**src/rtl/top_pkg.sv**
```systemverilog
// rtl/top_pkg.sv - shared widths, op encoding and select decode for the arithmetic unit
// Purpose: default operand/result widths, the operation enum and the
//          fixed-priority select decoder used by top.
// Contents: DW_DEF, OW_DEF, op_e, decode_sel().
package top_pkg;

  localparam int DW_DEF = 4;
  localparam int OW_DEF = 8;

  typedef enum logic [2:0] {
    OP_NONE,
    OP_MUL,
    OP_ADD,
    OP_SUB,
    OP_SHL
  } op_e;

  // The if-chain makes an X/Z select fall through as if it were 0.
  function automatic op_e decode_sel(input logic sel1, input logic sel2,
                                     input logic sel3, input logic sel4);
    op_e op;
    op = OP_NONE;
    if (sel1 == 1'b1)      op = OP_MUL;
    else if (sel2 == 1'b1) op = OP_ADD;
    else if (sel3 == 1'b1) op = OP_SUB;
    else if (sel4 == 1'b1) op = OP_SHL;
    return op;
  endfunction

endpackage

```
**src/rtl/top_operand_iso.sv**
```systemverilog
// rtl/top_operand_iso.sv - AND-gate operand isolation for one arithmetic unit
// Purpose: forces both operands of an idle unit to zero so it does not toggle.
// Ports:
//   en            unit enable
//   a, b  [W-1:0] raw operands
//   a_iso, b_iso  operands gated by en
module top_operand_iso #(
  parameter int WIDTH = 4
) (
  input  logic             en,
  input  logic [WIDTH-1:0] a,
  input  logic [WIDTH-1:0] b,
  output logic [WIDTH-1:0] a_iso,
  output logic [WIDTH-1:0] b_iso
);

  assign a_iso = a & {WIDTH{en}};
  assign b_iso = b & {WIDTH{en}};

endmodule

```
**src/rtl/top.sv**
```systemverilog
// rtl/top.sv - registered 4-operation arithmetic unit with optional operand isolation
// Purpose: priority-selected multiply / add / subtract / shift-left of a and b,
//          result registered onto out with one cycle of latency.
// Build option: OPERAND_ISOLATION_EN - gate each unit's operands with its enable.
// Ports:
//   clk            rising-edge clock
//   rst            asynchronous active-high reset, clears out
//   a, b  [DW-1:0] unsigned operands
//   sel1..sel4     operation selects, sel1 highest priority
//   out   [OW-1:0] registered result, holds when no select is high
module top
  import top_pkg::*;
#(
  parameter int DW = DW_DEF,
  parameter int OW = OW_DEF
) (
  input  logic          clk,
  input  logic          rst,
  input  logic [DW-1:0] a,
  input  logic [DW-1:0] b,
  input  logic          sel1,
  input  logic          sel2,
  input  logic          sel3,
  input  logic          sel4,
  output logic [OW-1:0] out
);

  op_e op;
  logic en_mul, en_add, en_sub, en_shl;

  // Reset kills every enable so no unit sees activity while held in reset.
  assign op     = rst ? OP_NONE : decode_sel(sel1, sel2, sel3, sel4);
  assign en_mul = (op == OP_MUL);
  assign en_add = (op == OP_ADD);
  assign en_sub = (op == OP_SUB);
  assign en_shl = (op == OP_SHL);

  logic [DW-1:0] mul_a, mul_b, add_a, add_b, sub_a, sub_b, shl_a, shl_b;

`ifdef OPERAND_ISOLATION_EN
  top_operand_iso #(.WIDTH(DW)) u_iso_mul (.en(en_mul), .a(a), .b(b), .a_iso(mul_a), .b_iso(mul_b));
  top_operand_iso #(.WIDTH(DW)) u_iso_add (.en(en_add), .a(a), .b(b), .a_iso(add_a), .b_iso(add_b));
  top_operand_iso #(.WIDTH(DW)) u_iso_sub (.en(en_sub), .a(a), .b(b), .a_iso(sub_a), .b_iso(sub_b));
  top_operand_iso #(.WIDTH(DW)) u_iso_shl (.en(en_shl), .a(a), .b(b), .a_iso(shl_a), .b_iso(shl_b));
`else
  assign mul_a = a;
  assign mul_b = b;
  assign add_a = a;
  assign add_b = b;
  assign sub_a = a;
  assign sub_b = b;
  assign shl_a = a;
  assign shl_b = b;
`endif

  logic [OW-1:0] mul_res, add_res, sub_res, shl_res, nxt;
  logic [DW:0]   add_sum, sub_diff;

  assign mul_res  = OW'(mul_a) * OW'(mul_b);
  assign add_sum  = {1'b0, add_a} + {1'b0, add_b};
  assign add_res  = OW'(add_sum);
  // DW+1-bit two's complement difference, sign-extended to the result width.
  assign sub_diff = {1'b0, sub_a} - {1'b0, sub_b};
  assign sub_res  = {{(OW-DW-1){sub_diff[DW]}}, sub_diff};
  // Only the low two bits of b form the shift amount.
  assign shl_res  = OW'(shl_a) << shl_b[1:0];

  always_comb begin
    nxt = out;
    case (op)
      OP_MUL:  nxt = mul_res;
      OP_ADD:  nxt = add_res;
      OP_SUB:  nxt = sub_res;
      OP_SHL:  nxt = shl_res;
      default: nxt = out;
    endcase
  end

  always_ff @(posedge clk or posedge rst) begin
    if (rst) begin
      out <= '0;
    end else if (op != OP_NONE) begin
      out <= nxt;
    end
  end

endmodule

```
**config.mk**
```make
export PLATFORM = sky130hd
export DESIGN_NAME = top
export DESIGN_NICKNAME = d
export VERILOG_FILES = /design/src/rtl/top_pkg.sv /design/src/rtl/top_operand_iso.sv /design/src/rtl/top.sv
export SDC_FILE = /design/constraint.sdc
export NUM_CORES = 1
export LEC_CHECK = 0
export CORE_MARGIN = 5
export CORE_UTILIZATION = 45
export CTS_CLUSTER_SIZE = 14
export DETAILED_ROUTE_END_ITERATION = 10
export PLACE_DENSITY = 0.73
export SYNTH_ARGS = -nofsm -noshare
export SYNTH_HDL_FRONTEND = slang
export SYNTH_SLANG_ARGS = --single-unit
```
**constraint.sdc**
```tcl
create_clock -name clk -period 1.3 [get_ports clk]
set_input_delay 0.26 -clock clk [delete_from_list [all_inputs] [get_ports clk]]
set_output_delay 0.26 -clock clk [all_outputs]
set_load 0.1 [all_outputs]
```
After elaboration in Yosys (flattened, before gate mapping)
Cells that the tools add are included.

Add/subtract/negate cells: 2. Multiply operators: 1. Divide/modulo/power cells: 0. Magnitude comparators: 0. Equality and inequality tests: 4. Shift-type cells: 1. Mux-type cells: 6. Bitwise operators: 0. Reduce and logical (&&, ||, !) cells: 3.

Operators with widths (count): 8-bit one-hot mux with 4 select lines (1); 3-bit two-way mux (5); 4-bit by 4-bit multiplier with 8-bit output (1); 4-bit by 2-bit << shifter with 8-bit output (1); 3-bit by 2-bit equality test with 1-bit output, second input constant (2); 4-bit by 4-bit adder with 5-bit output (1); 4-bit by 4-bit subtractor with 5-bit output (1); 4-bit nonzero test (1); 3-bit by 1-bit equality test with 1-bit output, second input constant (1); 3-bit equality test, second input constant (1); 3-bit nonzero test (1); 2-bit AND reduction (1).

Register bits: 8. Bits in latches: 0. Memory bits (writable): 0. Memory bits (read-only): 0. Input port bits: 14. Output and inout port bits: 8. Logic and storage cells: 18. Memories: 0.

Longest topological paths before layout
Word-level depth: 8. Gate-level depth with buffers: 11. Gate-level depth less buffers: 11.

Worst setup path after synthesis
No wires, ideal clock.

Path kind: in2reg. Start: in b[3]. End: reg out[5]. Setup time: 126 ps. Arrival time: 2481 ps. Data required time: 1174 ps. Setup slack: -1307 ps. Stages: 9. Path buffers: 0. Cells stage by stage: nand2_1 fa_1 inv_1 fa_1 ha_1 a21o_1 a211oi_1 nor3_1 o32a_1.

Cells in the longest elaborated chain, start to end: 2. Elaborated cells between the ends (all ways): 3. Classes of those cells: add/sub: 1; mul: 1; mux: 1.

Ends and longest elaborated chain: start: declaration (line top.sv:20) `input logic [DW-1:0] b,`; 4-bit by 4-bit multiplier with 8-bit output or 4-bit by 4-bit subtractor with 5-bit output (tied branches) (line top.sv:59, top.sv:63); 8-bit one-hot mux with 4 select lines * (line top.sv:70) `case (op)`; end signal: assignment (line top.sv:83) `out <= nxt;`; end: declaration (line top.sv:25) `output logic [OW-1:0] out`.

Every way passes the cells marked *; elsewhere a longest branch is shown, timed or not. A chain may end at the register's enable or synchronous reset.

Final worst setup path
Start: in b[2]. End: reg out[6].

Same word-level chain as after synthesis.

==> impl_metrics.json <==
{
  "status": "finished with violations",
  "violations": "setup timing",
  "start_util_pct": 46.2,
  "grt_max_degree": 8,
  "top_regs": "out (8)",
  "cp-start-kind": "input pin",
  "worst_clock_skew_ns": 0,
  "vias_per_cell": 5.79,
  "drtAntennaViolNets": 0,
  "crit_arrival_ns": 2.60,
  "drt_iter0_markers": 89,
  "synth_common_cells": "21 x ha_1, 12 x inv_1, 11 x nor2_1, 10 x nand2_1",
  "wl_per_cell_um": 17.0,
  "critPathMaxStageDelay_ns": 0.55,
  "num_io_pins": 22,
  "place_hpwl_mm": 3.16,
  "grtUsageTotal_pct": 21.4,
  "reg2reg_slack_ns": 0.50,
  "synth_top_cell_area_share_pct": 21.0,
  "place_congestion": 0.886,
  "insertion_delay_ns": 0.25,
  "utilization_pct": 78.8,
  "worst_slack_ns": -1.12,
  "wirelength_mm": 4.07,
  "max_cap_viol_count": 0,
  "synth_nets": 184,
  "multi_input_area_mm2": 0.00117,
  "fin_nets": 251,
  "seq_area_frac_synth_pct": 16.0,
  "clock.fmax_mhz": 414,
  "cts_made_buffers": 3,
  "post-place-ws_ns": -1.94,
  "crit_required_ns": 1.48,
  "cts_max_level": 1,
  "worst_pin_slew_ns": 0.432,
  "end_kind": "flip-flop",
  "hold_viol": 0,
  "largest_register_ffs": 8,
  "fp-row-count": 19,
  "worst_path_most_repeated_cell": "fa_2",
  "critPathMaxFanout": 2,
  "clk_pin_slew_ns": 0.06,
  "grt_overflow": 0,
  "worstSetupPathType": "in -> reg",
  "tns_ns": -6.04,
  "cts_tree": "yes",
  "whs_ns": 0.199,
  "peakVddDrop_mv": 0.933,
  "cts.sinks": 8,
  "setup_viol": 7,
  "rsz0062_at_grt": "true",
  "n_antenna_cell": 0,
  "grt_pass1_wl_mm": 6.91,
  "antenna_found_initial": 0,
  "relSlewSlack_pct": 70.9,
  "worst_r2r_path_depth": 2,
  "crit-reg2reg-launch": "out[7]",
  "r2r-end": "out[7]",
  "yosys_warnings": 0,
  "post-route-drc-count": 0,
  "vias": 1384,
  "firstDrtPassIters": 5,
  "drive_gt1_share_pct": 48.1,
  "root_buffer": "clkbuf_4",
  "critPathSlowestCell": "fa_1",
  "power_mw": 1.83,
  "place.port_buffers": 21,
  "yosysMostFrequentCell": "ha_1",
  "avgSynthCellArea_um2": 8.76,
  "die-area_mm2": 0.00394,
  "dieWidth_um": 62.8,
  "worstSetupStartpoint": "b[2]",
  "critical_path.endpoint": "out[6]",
  "ff_latch_area_um2": 200,
  "fillers": 151,
  "synth.ff_latch_count": 8,
  "synth_area_leader_cell": "ha_1",
  "synth_ff_type": "dfrtp_1",
  "period_share_pct": 186,
  "synth_edf_count": 0,
  "coreArea_mm2": 0.00271,
  "syn2layout_area_growth_pct": 70.4,
  "final.min_clock_period_ns": 2.42,
  "drv_slew": 0,
  "synthArstFlopShare_pct": 100,
  "synth.area.top_cells": "ha_1 21%, dfrtp_1 16%, fa_1 9.6%, inv_1 3.6%, and2_1 3.5%",
  "p_leak_nw": 1.01,
  "p_per_area_mw_per_mm2": 859,
  "synth_area_mm2": 0.00125,
  "largest_register": "out",
  "synth_cell_types": 44,
  "grt_pass1_vias": 1476,
  "clockBufferDepth": 2,
  "min_path_type": "in -> async",
  "path_cells": "buf_8, nand2_4, fa_1, inv_2, fa_2, buf_6, fa_2, a21o_1, a21oi_2, xnor2_1, o32ai_2, o21ai_1",
  "die_h_um": 62.8,
  "syn_inst": 143
}
[layout make-up]
type | count | share of cell area [%]
Multi-Input combinational cell | 122 | 54.9
Timing Repair Buffer | 63 | 30.1
Sequential cell | 8 | 9.38
Inverter | 12 | 2.70
Tap cell | 31 | 1.82
Clock buffer | 3 | 1.06
[stage by stage]
step	area (um^2)	cells
2_1_floorplan	1320	143
3_5_place_dp	1930	233
4_1_cts	2080	238
6_report	2130	239
5_1_grt	2130	239
3_3_place_gp	1930	233
[worst min-delay path by stage]
stage	from	endpoint	slack (ns)	cells past startpoint
final	rst	out[3]	0.20	3
after global routing	rst	out[1]	0.21	3
after CTS	rst	out[4]	0.54	3
after detailed placement	out[6]	out[6]	0.53	2
after global placement	out[6]	out[6]	0.53	2
after floorplan	rst	out[0]	0.13	1
[cells in the final DEF, fill, tap and decap left out, types with 4 or more instances in the layout]
master / count
buf_12: 8
inv_1: 9
dfrtp_1: 8
dlygate4sd2_1: 5
nor2_1: 10
nand2_1: 7
buf_4: 34
ha_1: 14
a21oi_1: 7
a211oi_2: 4
buf_6: 9
ha_4: 5
buf_8: 4
o21ai_1: 8
fa_2: 4
and2_1: 5
[layer usage]
metal	part of all wire, %	wire, um	GRT usage (%)
met4	2.3	92	6.10
met3	5.8	237	4.14
met1	39	1570	24.3
met2	53	2170	39.9
met5	0	0	0
[what timing repair did]
action | in CTS | in global routing
resized for setup | 72 | 11
hold buffers | 0 | 0
endpoints found under the setup margin | 8 | 8
setup buffers | 2 | 1
pin swaps | 32 | 20
[where the power goes]
part           total [mW]  leakage [nW]  switching [mW]  internal (mW)
Clock               0.188        0.0138          0.0825          0.106
Combinational        1.30         0.899           0.729          0.571
Sequential          0.346        0.0976          0.0510          0.295
[worst max-delay path, delay by kind of cell]
kind                     cells  cell delay, ns
adder cells (fa/ha/maj)      3            1.33
XOR/XNOR                     1            0.16
buffers and inverters        3            0.26
AO/OA/AOI/OAI                4            0.53
AND/OR/NAND/NOR              1            0.05
[kinds of logic (layout without fill, tap and decap cells)]
family / count (synthesis) / in the layout / synth area share, %
AO/OA/AOI/OAI: 47 / 47 / 27.1
XOR/XNOR: 3 / 3 / 2.10
adder cells (fa/ha/maj): 27 / 27 / 30.6
buffers and inverters: 13 / 78 / 4.50
flip-flops: 8 / 8 / 16.0
multiplexers: 2 / 2 / 1.70
AND/OR/NAND/NOR: 43 / 43 / 18.1
Note: power is estimated with default switching activity, not from simulation.
